File: config.mk
export PLATFORM = sky130hd
export DESIGN_NAME = dmem_arbiter
export DESIGN_NICKNAME = d
export VERILOG_FILES = /design/src/rtl/dmem_arbiter.sv
export SDC_FILE = /design/constraint.sdc
export NUM_CORES = 1
export LEC_CHECK = 0
export ABC_AREA = 1
export ABC_CLOCK_PERIOD_IN_PS = 1460
export BUFFER_PORTS_ARGS = -buffer_cell sky130_fd_sc_hd__buf_2
export CAP_MARGIN = 0
export CORE_AREA = 10 10 113 115
export DETAILED_ROUTE_END_ITERATION = 10
export DIE_AREA = 0 0 123 125
export GPL_TIMING_DRIVEN = 0
export HOLD_SLACK_MARGIN = 0.03
export MAX_ROUTING_LAYER = met4
export PLACE_DENSITY_LB_ADDON = 0.12
export SKIP_CTS_REPAIR_TIMING = 1
export SLEW_MARGIN = 20
export SYNTH_ARGS = -nofsm -noshare
export SYNTH_HDL_FRONTEND = slang
export SYNTH_SLANG_ARGS = --single-unit
File: constraint.sdc
create_clock -name clk -period 1.46 [get_ports clk]
set_input_delay 0.073 -clock clk [delete_from_list [all_inputs] [get_ports clk]]
set_output_delay 0.073 -clock clk [all_outputs]
set_load 0.01 [all_outputs]
File: src/rtl/dmem_arbiter.sv
// Two-master data-memory arbiter: round-robin grant, optional master-1 burst lock bounded by
// MAX_BURST, and one-cycle read-data return routed to the master that issued the read.
module dmem_arbiter #(
  parameter int unsigned ADDR_W    = 32,
  parameter int unsigned MAX_BURST = 8
) (
  input  logic              clk,
  input  logic              rstn,
  input  logic              m0_req,
  input  logic [ADDR_W-1:0] m0_addr,
  input  logic [3:0]        m0_we,
  input  logic [31:0]       m0_wdata,
  output logic              m0_gnt,
  output logic              m0_rvalid,
  output logic [31:0]       m0_rdata,
  input  logic              m1_req,
  input  logic [ADDR_W-1:0] m1_addr,
  input  logic [3:0]        m1_we,
  input  logic [31:0]       m1_wdata,
  output logic              m1_gnt,
  output logic              m1_rvalid,
  output logic [31:0]       m1_rdata,
  input  logic              m1_lock,
  output logic              s_en,
  output logic [ADDR_W-1:0] s_addr,
  output logic [3:0]        s_we,
  output logic [31:0]       s_wdata,
  input  logic [31:0]       s_rdata
);

  typedef enum logic [0:0] {StArb, StLock1} state_e;

  localparam logic [7:0] MaxBurst = 8'(MAX_BURST);

  state_e      state_q, state_d;
  logic        last_owner_q, last_owner_d;
  logic [7:0]  burst_cnt_q, burst_cnt_d;
  logic        rd_pend_q, rd_pend_d;
  logic        rd_tag_q, rd_tag_d;

  always_comb begin
    state_d      = state_q;
    last_owner_d = last_owner_q;
    burst_cnt_d  = burst_cnt_q;
    m0_gnt       = 1'b0;
    m1_gnt       = 1'b0;
    // Grants are gated by rstn so nothing reaches the slave while reset is held.
    if (rstn) begin
      unique case (state_q)
        StArb: begin
          if (m0_req && (!m1_req || last_owner_q)) begin
            m0_gnt = 1'b1;
          end else if (m1_req) begin
            m1_gnt = 1'b1;
          end
          if (m1_gnt && m1_lock) begin
            state_d     = StLock1;
            burst_cnt_d = 8'd1;
          end
        end
        StLock1: begin
          if (!m1_req || !m1_lock) begin
            m1_gnt      = m1_req;
            state_d     = StArb;
            burst_cnt_d = 8'd0;
          end else if (burst_cnt_q == MaxBurst && m0_req) begin
            // Forced release: idle one cycle; last_owner is already 1 so m0 wins next.
            state_d     = StArb;
            burst_cnt_d = 8'd0;
          end else begin
            m1_gnt = 1'b1;
            if (burst_cnt_q != MaxBurst) begin
              burst_cnt_d = burst_cnt_q + 8'd1;
            end
          end
        end
        default: state_d = StArb;
      endcase
    end
    if (m0_gnt) begin
      last_owner_d = 1'b0;
    end else if (m1_gnt) begin
      last_owner_d = 1'b1;
    end
  end

  always_comb begin
    s_en    = m0_gnt | m1_gnt;
    s_addr  = '0;
    s_we    = 4'b0000;
    s_wdata = 32'd0;
    if (m0_gnt) begin
      s_addr  = m0_addr;
      s_we    = m0_we;
      s_wdata = m0_wdata;
    end else if (m1_gnt) begin
      s_addr  = m1_addr;
      s_we    = m1_we;
      s_wdata = m1_wdata;
    end
    rd_pend_d = s_en && (s_we == 4'b0000);
    rd_tag_d  = m1_gnt;
  end

  always_comb begin
    m0_rvalid = rd_pend_q && !rd_tag_q;
    m1_rvalid = rd_pend_q && rd_tag_q;
    m0_rdata  = m0_rvalid ? s_rdata : 32'd0;
    m1_rdata  = m1_rvalid ? s_rdata : 32'd0;
  end

  always_ff @(posedge clk or negedge rstn) begin
    if (!rstn) begin
      state_q      <= StArb;
      last_owner_q <= 1'b1;
      burst_cnt_q  <= 8'd0;
      rd_pend_q    <= 1'b0;
      rd_tag_q     <= 1'b0;
    end else begin
      state_q      <= state_d;
      last_owner_q <= last_owner_d;
      burst_cnt_q  <= burst_cnt_d;
      rd_pend_q    <= rd_pend_d;
      rd_tag_q     <= rd_tag_d;
    end
  end

endmodule

-- Yosys cells after proc, flatten, opt, wreduce, memory -nomap -nowiden
Cells that the tools add are included.
- register bits after elaboration: 12
- input port bits: 173
- output and inout port bits: 137
- logic and storage cells: 55
- add/sub/neg operators: 1
- equal/unequal tests: 4
- mux-type cells: 29
- bitwise logic cells: 2
- reductions and logical operators: 14
- operators with widths (kind ; number):
    $mux W32 ; 6
    $mux W8 ; 4
    $pmux W8 S2 ; 1
    $mux W1 ; 14
    $add A8 B1 Y8 const B ; 1
    $eq A8 B4 Y1 const B ; 1
    $mux W4 ; 2
    $ne A8 B4 Y1 const B ; 1
    $logic_and A1 B1 Y1 ; 6
    $logic_not A4 Y1 ; 1
    $ne A4 B1 Y1 const B ; 1
    $pmux W1 S2 ; 2
    $logic_not A1 Y1 ; 3
    $reduce_and A3 Y1 ; 1
    $logic_or A1 B1 Y1 ; 2
    $ne A2 B2 Y1 const B ; 1
    $reduce_bool A2 Y1 ; 1
    $not A1 Y1 ; 1
    $or A1 B1 Y1 ; 1

-- Logic depth before layout (Yosys ltp)
Gate-level depths: netlist of the first run.
- word-level depth: 12
- mapped depth: 10
- gate-level depth less buffers: 10

-- Worst setup path before layout of the first run
Ideal clock, no wire load.
- path type: register to output
- start point: register burst_cnt_q[0]
- end point: output s_addr[0]
- arrival: 1.560 ns
- data required time: 1.387 ns
- setup slack: -0.173 ns
- cell stages (with the launch flop): 11
- buffers on the path: 2
- path through: dfrtp_1 inv_1 ha_1 nand3_1 nor2_2 nand3_4 nand2_2 inv_2 buf_6 buf_6 a22o_1
- cells in the longest elaborated chain, start to end: 8
- ends and longest elaborated chain (item ; RTL line ; RTL):
    start, declared ; 37 ; logic [7:0] burst_cnt_q, burst_cnt_d;
    start signal, assigned ; 122 ; burst_cnt_q <= burst_cnt_d;
    $eq A8 B4 Y1 ; 66 ; end else if (burst_cnt_q == MaxBurst && m0_req) begin
    $logic_and A1 B1 Y1 ; 66 ;
    $mux W1 ; 66 ;
    $mux W1 ; 62 ; if (!m1_req || !m1_lock) begin
    $pmux W1 S2 ; 49 ; unique case (state_q)
    $mux W1 ; 48 ; if (rstn) begin
    $mux W32 ; 96 ; end else if (m1_gnt) begin
    $mux W32 ; 92 ; if (m0_gnt) begin
    end, declared ; 25 ; output logic [ADDR_W-1:0] s_addr,
Every way passes these cells.

-- Final worst setup path of the first run
- start point: register burst_cnt_q[0]
- end point: output s_wdata[30]
- cells in the longest elaborated chain, start to end: 8
- ends and longest elaborated chain (item ; RTL line ; RTL):
    $eq A8 B4 Y1 ; 66 ;
    $logic_and A1 B1 Y1 ; 66 ;
    $mux W1 ; 66 ;
    $mux W1 ; 62 ;
    $pmux W1 S2 ; 49 ;
    $mux W1 ; 48 ;
    $mux W32 ; 96 ;
    $mux W32 ; 92 ;
    end, declared ; 27 ; output logic [31:0] s_wdata,
Every way passes these cells.

==> impl_metrics.tcl, run 1 <==
set metrics [dict create \
    num_io_pins 310 \
    grt_max_degree 16 \
    min-delay-start "m0_we[3]" \
    dp.cells 748 \
    wl_per_cell_um 17.0 \
    reg2reg_from "burst_cnt_q[0]" \
    grtUsageMet3_pct 3.74 \
    numCtsBuffers 3 \
    power_switching_mw 0.772 \
    clkPwrFrac_pct 19.2 \
    ys_types 27 \
    nFillCells 1114 \
    row_count 38 \
    rrSetupSlack_ns -0.28 \
    p_sw_share_pct 39.2 \
    leakage_nw 2.62 \
    coreArea_sq_mm 0.0106 \
    dr.first_iter.drc_count 96 \
    cp-start-kind "flop" \
    finalClockSkew_ns 0.00222 \
    finalMaxSlewViolations 0 \
    detailedPlace.worstSlack_ns -0.394 \
    powerDensity_mw_per_mm2 486 \
    fp.dieArea_sq_mm 0.0154 \
    synth_top_area_share_pct 29.9 \
    drtPass1Iterations 4 \
    initial_utilization_pct 17.7 \
    cts-root-buf "clkbuf_8" \
    setup_violations 80 \
    die_w_um 123 \
    numClockSinks 12 \
    end_kind "primary output" \
    met1_usage_pct 15.0 \
    instances_no_fill 769 \
    dpl.hpwl_um 11400 \
    status "complete, but fails checks" \
    worstReg2RegEnd "rd_pend_q" \
    cts_max_level 1 \
    dieHeight_um 125 \
    yosys_warnings 0 \
    setup_tns_ns -36.96 \
    vias 3315 \
    critical_path_arrival_ns 1.95 \
    grt.busiest_layer "met2" \
    hold_violations 0 \
    synth_cells 299 \
    grt_pass1_vias 3401 \
    nNetsFinal 805 \
    max-clock-path-buffers 2 \
    fmax_mhz 494 \
    post-route-period-util_pct 139 \
    grt_pass1_wl_um 18500 \
    netlist_area_sq_mm 0.00188 \
    period_minus_slack_ns 2.02 \
    synth.avg_cell_area_sq_um 6.27 \
    ys_seq_area_share_pct 16.1 \
    r2r_cells 13 \
    grt_overflow 0 \
    io_buffers 309 \
    cp-startpoint "burst_cnt_q[0]" \
    violations "negative setup slack" \
    worst_hold_path.num_cells 4 \
    hold_path_end "rd_pend_q" \
    area_delta_synth_final_pct 116 \
    crit_fanout 10 \
    use_met2_pct 29.7 \
    cp.required_ns 1.39 \
    maxCapViolations 0 \
    crit_type "flop to primary output" \
    ys_seq_elements 12 \
    clk_pin_slew_ns 0.06 \
    wl_um 13100 \
    grt_antenna_before_repair 0 \
    power_frac_comb_pct 61.2 \
    min_path_type "input pin to flop" \
    finalPower_mw 1.97 \
    internal_power_mw 1.20 \
    num_antenna_cells 0 \
    antenna_left 0 \
    synthTopCellsByArea "a22o_1 30%, dfrtp_1 15%, nor2_1 15%, inv_1 9.4%, nand2_1 5.6%" \
    cts_tree "yes" \
    drcViolationCount 0 \
    post-route-util_pct 38.2 \
    syn_nets 474 \
    clk_latency_ns 0.25 \
    track_usage_pct 15.3 \
    gp_congestion 0.835 \
    peakVddDrop_uv 176 \
    max-slew-margin-rel_pct 64.8 \
    drive_gt1_share_pct 61.2 \
    rsz0062_at_grt "true" \
    vias_per_cell 4.31 \
    seq_power_share_pct 19.6 \
    worstMarginPinSlew_ns 0.527 \
    yosys.area.top_type "a22o_1" \
    setup_slack_ns -0.563 \
]
worst max-delay path by stage:
stage,to,cells after the start
2_1_floorplan,s_addr[0],10
3_3_place_gp,s_addr[14],6
3_5_place_dp,s_addr[14],6
4_1_cts,s_addr[14],6
5_1_grt,s_addr[1],11
6_report,s_wdata[30],11
layer usage:
metal  share of wire [%]  wire, um
met1                  34      4470
met2                  55      7150
met3                  11      1380
met4                0.69        90
met5                   0         0
area by class of cell:
class | count | area, sq um | share of cell area, %
plain buffers | 20 | 169 | 4.17
clock buffers | 4 | 55.1 | 1.36
flip-flops and latches | 12 | 303 | 7.48
inverters | 53 | 204 | 5.04
well taps | 140 | 175 | 4.33
multi-input cells | 214 | 1340 | 33.1
repair buffers | 326 | 1800 | 44.6
cell usage in the layout (no fill, tap or decap), types with 6 or more instances in the layout:
master     n
nor2_1    65
nand2_1   23
nor2_2     7
inv_2      8
nand3_1   12
buf_4     12
buf_2    299
a22o_1    64
buf_6     25
inv_1     43
dfrtp_1   10
o21ai_1    6
state kept, by name, summed over array words and instances (netlist names):
register and flops:
burst_cnt_q 8, last_owner_q 1, rd_pend_q 1, rd_tag_q 1, state_q 1
metrics by stage:
stage	cell area (sq um)	hold slack, ns
final	4050	0.151
after global routing	4050	0.179
after CTS	3680	-0.261
after detailed placement	3630	0.00182
after global placement	3630	0.00194
after floorplan	1910	-0.223
cell families (layout without fill, tap and decap cells):
| logic type | Yosys count | in the layout | share of synthesized area, % |
|---|---|---|---|
| fa+ha+maj | 2 | 2 | 1.33 |
| compound gates | 81 | 81 | 35.0 |
| flops | 12 | 12 | 16.1 |
| simple gates | 131 | 131 | 30.4 |
| buf+inv | 73 | 403 | 17.2 |
synth_stat cells (all sizes together):
cell and number:
nand3 17, inv 53, o21ai 9, nand4 5, a22oi 1, nor2 76
nor3b 1, ha 2, a22o 64, o21bai 2, buf 9, a21oi 4
dfrtp 11, nand2 29, clkbuf 11, o2111ai 1, and2 1, dfstp 1
or2 2
worst max-delay path, stage by stage (launching register included):
cell and delay (ns):
dfrtp_1 0.42, inv_2 0.10, ha_4 0.12, nand3_2 0.07, nor2_4 0.16, nand3_4 0.10
nand2_4 0.07, inv_2 0.04, buf_8 0.13, buf_8 0.14, a22o_1 0.18, buf_2 0.15
power groups by stage:
stage	Combinational (mW)	Sequential (mW)	Clock (mW)
2_1_floorplan	0.524	0.383	0
5_1_grt	1.32	0.389	0.402
4_1_cts	1.08	0.384	0.380
6_report	1.20	0.386	0.378
3_3_place_gp	1.07	0.389	0
3_5_place_dp	1.08	0.389	0
(Power assumes the default switching activity.)
==> run 2: changes to the inputs <==
--- a/config.mk
+++ b/config.mk
@@ -5,13 +5,13 @@
 export SDC_FILE = /design/constraint.sdc
 export NUM_CORES = 1
 export LEC_CHECK = 0
-export ABC_AREA = 1
+export ABC_AREA = 0
 export ABC_CLOCK_PERIOD_IN_PS = 1460
 export BUFFER_PORTS_ARGS = -buffer_cell sky130_fd_sc_hd__buf_2
 export CAP_MARGIN = 0
-export CORE_AREA = 10 10 113 115
+export CORE_AREA = 10 10 112 114
 export DETAILED_ROUTE_END_ITERATION = 10
-export DIE_AREA = 0 0 123 125
+export DIE_AREA = 0 0 122 124
 export GPL_TIMING_DRIVEN = 0
 export HOLD_SLACK_MARGIN = 0.03
 export MAX_ROUTING_LAYER = met4
==> run 2 against run 1 <==
  * Die area is 1.6% lower
  * Setup slack lost 0.11 ns
  * Non-clock buffer count rose by 5
  * Clock skew hardly changed
  * Sequential share of layout area shrank 0.27 points
  * Sequential power increased by 3%
  * Final cell count down 7.5%
  * Critical path depth fell by 4
  * Fmax down 5.3%
  * Largest cell class unchanged
  * Highest routed layer unchanged
  * The run still ends with negative setup slack left
  * Hold slack better by 0.071 ns
  * Clock power down 4%
  * Core utilization is 3.7 points higher
==> impl_metrics.tcl, run 2 <==
set metrics [dict create \
    synth_edf_count 0 \
    track_usage_pct 16.1 \
    maxCapViolations 0 \
    fmax_mhz 468 \
    coreArea_sq_mm 0.0102 \
    antenna_left 0 \
    synthTopCellsByArea "a22o_1 31%, dfrtp_1 14%, and2_1 11%, and3_1 11%, buf_6 4.1%" \
    grt_pass1_vias 3185 \
    grt_max_degree 14 \
    crit_top_cell "buf_6" \
    synth_top_flop_cell "dfrtp_1" \
    regMostFlops "burst_cnt_q" \
    grt_antenna_before_repair 1 \
    max-slew-margin-rel_pct 62.3 \
    fp.dieArea_sq_mm 0.0151 \
    synthArstFlopShare_pct 100 \
    finalPower_mw 2.03 \
    finalClockSkew_ns 0.00211 \
    end_kind "primary output" \
    mostFrequentLayoutCell "buf_2" \
    syn_nets 419 \
    dr.first_iter.drc_count 110 \
    crit_fanout 10 \
    cp-start-kind "flop" \
    clk_latency_ns 0.24 \
    num_io_pins 310 \
    cts_max_level 1 \
    synth.most_common_cell "a22o_1" \
    largest_reg_flops 8 \
    drcViolationCount 0 \
    numCtsBuffers 3 \
    die_w_um 122 \
    setup_slack_ns -0.676 \
    setup_violations 81 \
    nNetsFinal 750 \
    violations "negative setup slack" \
    io_buffers 309 \
    instances_no_fill 711 \
    dp.cells 689 \
    row_count 37 \
    crit_slowest_cell "dfrtp_2" \
    clk_pin_slew_ns 0.05 \
    peakVddDrop_uv 225 \
    wl_per_cell_um 20.2 \
    post-route-util_pct 41.9 \
    period_minus_slack_ns 2.14 \
    status "complete, but fails checks" \
    hold_violations 0 \
    area_delta_synth_final_pct 121 \
    vias_per_cell 4.69 \
    ys_seq_elements 12 \
    critical_path_arrival_ns 2.06 \
    cp.required_ns 1.39 \
    initial_utilization_pct 19.0 \
    min_path_type "input pin to flop" \
    crit_path_cell_trace "nor4b_4 -> and2_4 -> a31oi_4 -> buf_6 -> buf_6 -> a22o_1 -> buf_2" \
    drtPass1Iterations 4 \
    ys_seq_area_share_pct 15.5 \
    leakage_nw 2.59 \
    dpl.hpwl_um 12300 \
    grt_pass1_wl_um 18800 \
    synth_cells 244 \
    max-clock-path-buffers 2 \
    crit_type "flop to primary output" \
    cts-root-buf "clkbuf_8" \
    numClockSinks 12 \
    netlist_area_sq_mm 0.00194 \
    detailedPlace.worstSlack_ns -0.633 \
    powerDensity_mw_per_mm2 472 \
    cts_tree "yes" \
    vias 3338 \
    cp_slowest_stage_delay_ns 0.45 \
    layout_common_cells "281 x buf_2, 67 x a22o_1, 41 x buf_6, 32 x and3_1, 21 x and2_1" \
    synth.top_cells.by_count "68 x a22o_1, 33 x and2_1, 33 x and3_1" \
    synth.avg_cell_area_sq_um 7.97 \
    synth_top_area_share_pct 30.6 \
    yosys.area.top_type "a22o_1" \
    gp_congestion 0.906 \
    rsz0062_at_grt "true" \
    post-route-period-util_pct 146 \
    finalMaxSlewViolations 0 \
    wl_um 14400 \
    grt_overflow 0 \
    worstMarginPinSlew_ns 0.564 \
    dieHeight_um 124 \
    yosys_warnings 0 \
    drive_gt1_share_pct 68.6 \
    ys_types 39 \
]
## run 2: changes by cell type after synthesis, moves of 3 or more
cell      change
nor2_1       -67
o22ai_1       +4
a22o_1        +4
and2_1       +32
inv_2         -6
o21ai_0       -3
o21ai_1       -5
inv_1        -39
nand3_1       -6
clkbuf_1      +3
nand2_1      -22
nand2b_1      +3
and3_1       +33
a211oi_1      +4
## run 2: routing by layer
metal	routed length, um	global-route usage, %
met5	0	-
met4	209	3.95
met3	1260	3.57
met2	7710	28.8
met1	5200	17.7
## run 2: area by class of cell
cell class / instances / area, sq um
multi-input cells: 199 / 1610
diodes: 1 / 2.50
well taps: 136 / 170
plain buffers: 23 / 195
fillers: 1045 / 5940
repair buffers: 328 / 1920
clock buffers: 4 / 55.1
inverters: 8 / 30.0
flip-flops and latches: 12 / 309
## run 2: power breakdown
part	total, mW	switching [mW]	internal, mW
combinational	1.26	0.591	0.672
clock	0.364	0.126	0.238
sequential	0.398	0.0329	0.365
## run 2: metrics by stage
stage	instance area [sq um]	hold slack, ns	setup TNS (ns)
final	4290	0.222	-44.70
after global routing	4290	0.227	-52.63
after CTS	3720	-0.277	-67.28
after detailed placement	3670	-0.0190	-40.30
after global placement	3670	-0.0180	-39.01
after floorplan	1950	-0.223	-14.56
## run 2: worst paths after layout
path                       cells after the start              to            from  slack [ns]
max in group asynchronous                      2         state_q            rstn        0.66
max                                            7      s_wdata[7]  burst_cnt_q[4]       -0.68
min reg2reg                                    1  burst_cnt_q[1]  burst_cnt_q[1]        0.54
max reg2reg                                    5       rd_pend_q  burst_cnt_q[4]       -0.22
min                                            3       rd_pend_q        m1_we[3]        0.22
min in group asynchronous                      2  burst_cnt_q[5]            rstn        0.39
## run 2: cell families after synthesis
group / Yosys count / synth area share (%)
adder cells (fa/ha/maj): 2 / 1.29
flip-flops: 12 / 15.5
AO/OA/AOI/OAI: 93 / 41.0
buffers and inverters: 33 / 9.33
AND/OR/NAND/NOR: 104 / 32.9
## run 2: critical path: cells and delay by family, from the launching register on
family / cells / cell delay, ns
DFF: 1 / 0.45
buffers and inverters: 3 / 0.43
and+or+nand+nor: 2 / 0.62
AOI/OAI and AO/OA: 2 / 0.32
==> run 3: changes to the inputs <==
--- a/config.mk
+++ b/config.mk
@@ -9,9 +9,11 @@
 export ABC_CLOCK_PERIOD_IN_PS = 1460
 export BUFFER_PORTS_ARGS = -buffer_cell sky130_fd_sc_hd__buf_2
 export CAP_MARGIN = 0
-export CORE_AREA = 10 10 112 114
+export CELL_PAD_IN_SITES_DETAIL_PLACEMENT = 0
+export CELL_PAD_IN_SITES_GLOBAL_PLACEMENT = 2
+export CORE_MARGIN = 10
+export CORE_UTILIZATION = 11
 export DETAILED_ROUTE_END_ITERATION = 10
-export DIE_AREA = 0 0 122 124
 export GPL_TIMING_DRIVEN = 0
 export HOLD_SLACK_MARGIN = 0.03
 export MAX_ROUTING_LAYER = met4
==> run 3 against run 2 <==
  * The run still ends with negative setup slack left
  * Via count rose by 2.2%
  * Register-to-register slack improved by 0.06 ns
  * Clock skew hardly changed
  * Setup slack improved by 0.039 ns
  * Non-clock buffer count is 3 higher
  * Flip-flop and latch count did not move
  * First-iteration DRC count is 20% lower
  * Critical path depth up 2
  * Power grew 13%
  * Core utilization shrank 16 points
==> impl_metrics.tcl, run 3 (same netlist as run 2, synthesis figures left out) <==
set metrics [dict create \
    endpoint "s_wdata[14]" \
    row_count 48 \
    peakVddDrop_uv 305 \
    clk_pin_slew_ns 0.05 \
    fp.dieArea_sq_mm 0.0234 \
    nNetsFinal 753 \
    grtUsageMet3_pct 4.57 \
    dieHeight_um 153 \
    wl_um 15500 \
    period_minus_slack_ns 2.10 \
    end_kind "primary output" \
    area_delta_synth_final_pct 134 \
    grt_max_degree 14 \
    met1_usage_pct 11.8 \
    layout_common_cells "277 x buf_2, 68 x a22o_1, 46 x buf_6, 33 x and3_1, 22 x and2_4" \
    fmax_mhz 477 \
    cp.depth 9 \
    cts_max_level 1 \
    cp_top_family "buffers and inverters" \
    post-route-util_pct 26.3 \
    crit_slowest_cell "dfrtp_2" \
    leakage_nw 2.66 \
    max-clock-path-buffers 2 \
    grt_overflow 0 \
    drcViolationCount 0 \
    grt_pass1_vias 3561 \
    crit_path_cell_trace "inv_2 -> ha_4 -> nor3b_4 -> and2_4 -> a31oi_4 -> buf_12 -> buf_6 -> a22o_1 -> buf_2" \
    setup_violations 82 \
    nFillCells 1972 \
    cp-start-kind "flop" \
    io_buffers 309 \
    max-slew-margin-rel_pct 58.7 \
    vias_per_cell 4.25 \
    cp_slowest_stage_delay_ns 0.42 \
    rsz0062_at_grt "true" \
    reg2reg_from "burst_cnt_q[0]" \
    min_path_type "input pin to flop" \
    clk_latency_ns 0.24 \
    finalClockSkew_ns 0.00243 \
    drtPass1Iterations 4 \
    maxCapViolations 0 \
    crit_fanout 10 \
    grt.busiest_layer "met2" \
    gp_congestion 0.821 \
    r2r_cells 7 \
    rrSetupSlack_ns -0.16 \
    mostFrequentLayoutCell "buf_2" \
    critical_path_arrival_ns 2.02 \
    wl_per_cell_um 19.3 \
    vias 3413 \
    cp-startpoint "burst_cnt_q[0]" \
    grt_pass1_wl_um 21900 \
    coreArea_sq_mm 0.0173 \
    status "complete, but fails checks" \
    die_w_um 153 \
    violations "negative setup slack" \
    setup_slack_ns -0.637 \
    worstReg2RegEnd "rd_pend_q" \
    use_met2_pct 22.7 \
    track_usage_pct 12.1 \
    dr.first_iter.drc_count 88 \
    numCtsBuffers 3 \
    worstMarginPinSlew_ns 0.618 \
    cp.required_ns 1.39 \
    finalPower_mw 2.28 \
    cts-root-buf "clkbuf_16" \
    grt_antenna_before_repair 2 \
    crit_type "flop to primary output" \
    powerDensity_mw_per_mm2 501 \
    worst-path-buf-inv 4 \
    numClockSinks 12 \
    initial_utilization_pct 11.2 \
    num_io_pins 310 \
    largest_reg_flops 8 \
    post-route-period-util_pct 144 \
    dpl.hpwl_um 13500 \
    regMostFlops "burst_cnt_q" \
    cts_tree "yes" \
    finalMaxSlewViolations 0 \
    hold_violations 0 \
    antenna_left 0 \
    drive_gt1_share_pct 69.8 \
]
-- run 3: area by class of cell --
| cell class | instances | area [sq um] | share of cell area, % |
|---|---|---|---|
| diodes | 2 | 5.00 | 0.110 |
| plain buffers | 22 | 190 | 4.18 |
| well taps | 225 | 282 | 6.19 |
| flip-flops and latches | 12 | 307 | 6.74 |
| clock buffers | 4 | 88.8 | 1.95 |
| repair buffers | 332 | 2020 | 44.4 |
| inverters | 8 | 30.0 | 0.660 |
| multi-input cells | 199 | 1630 | 35.8 |
-- run 3: layer usage --
layer / share of wire [%] / routed length, um
met1: 36 / 5640
met2: 53 / 8160
met3: 9.9 / 1540
met4: 1.1 / 170
met5: 0 / 0
-- run 3: worst min path at each step --
stage                     startpoint        endpoint  slack (ns)  cells past startpoint
final                       m1_we[3]       rd_pend_q        0.19                      3
after global routing        m1_we[3]       rd_pend_q        0.23                      3
after CTS                       rstn  burst_cnt_q[2]       -0.27                      1
after detailed placement        rstn         state_q       -0.01                      1
after global placement          rstn         state_q      -0.007                      1
after floorplan                 rstn  burst_cnt_q[0]       -0.22                      0
-- run 3: worst register-to-register path: cells and delay by family (launching register included) --
| kind | cells | cell delay, ns |
|---|---|---|
| simple gates | 2 | 0.37 |
| fa+ha+maj | 1 | 0.13 |
| buf+inv | 2 | 0.26 |
| flops | 1 | 0.42 |
| compound gates | 2 | 0.31 |
-- run 3: metrics by stage --
stage	std cells	setup WS [ns]	setup TNS (ns)	area, sq um	hold WS (ns)
after global routing	804	-0.728	-49.96	4550	0.226
final	804	-0.637	-42.58	4550	0.193
after CTS	782	-0.998	-82.98	3870	-0.272
after global placement	778	-0.744	-55.59	3780	-0.00722
after detailed placement	778	-0.722	-53.30	3780	-0.0145
after floorplan	244	-0.219	-14.56	1950	-0.223
-- run 3: where the power goes --
part	leakage, nW	internal, mW	switching (mW)	total (mW)
logic	2.46	0.698	0.608	1.31
registers	0.154	0.365	0.0340	0.399
clock network	0.0442	0.415	0.158	0.573
total	2.66	1.48	0.801	2.28
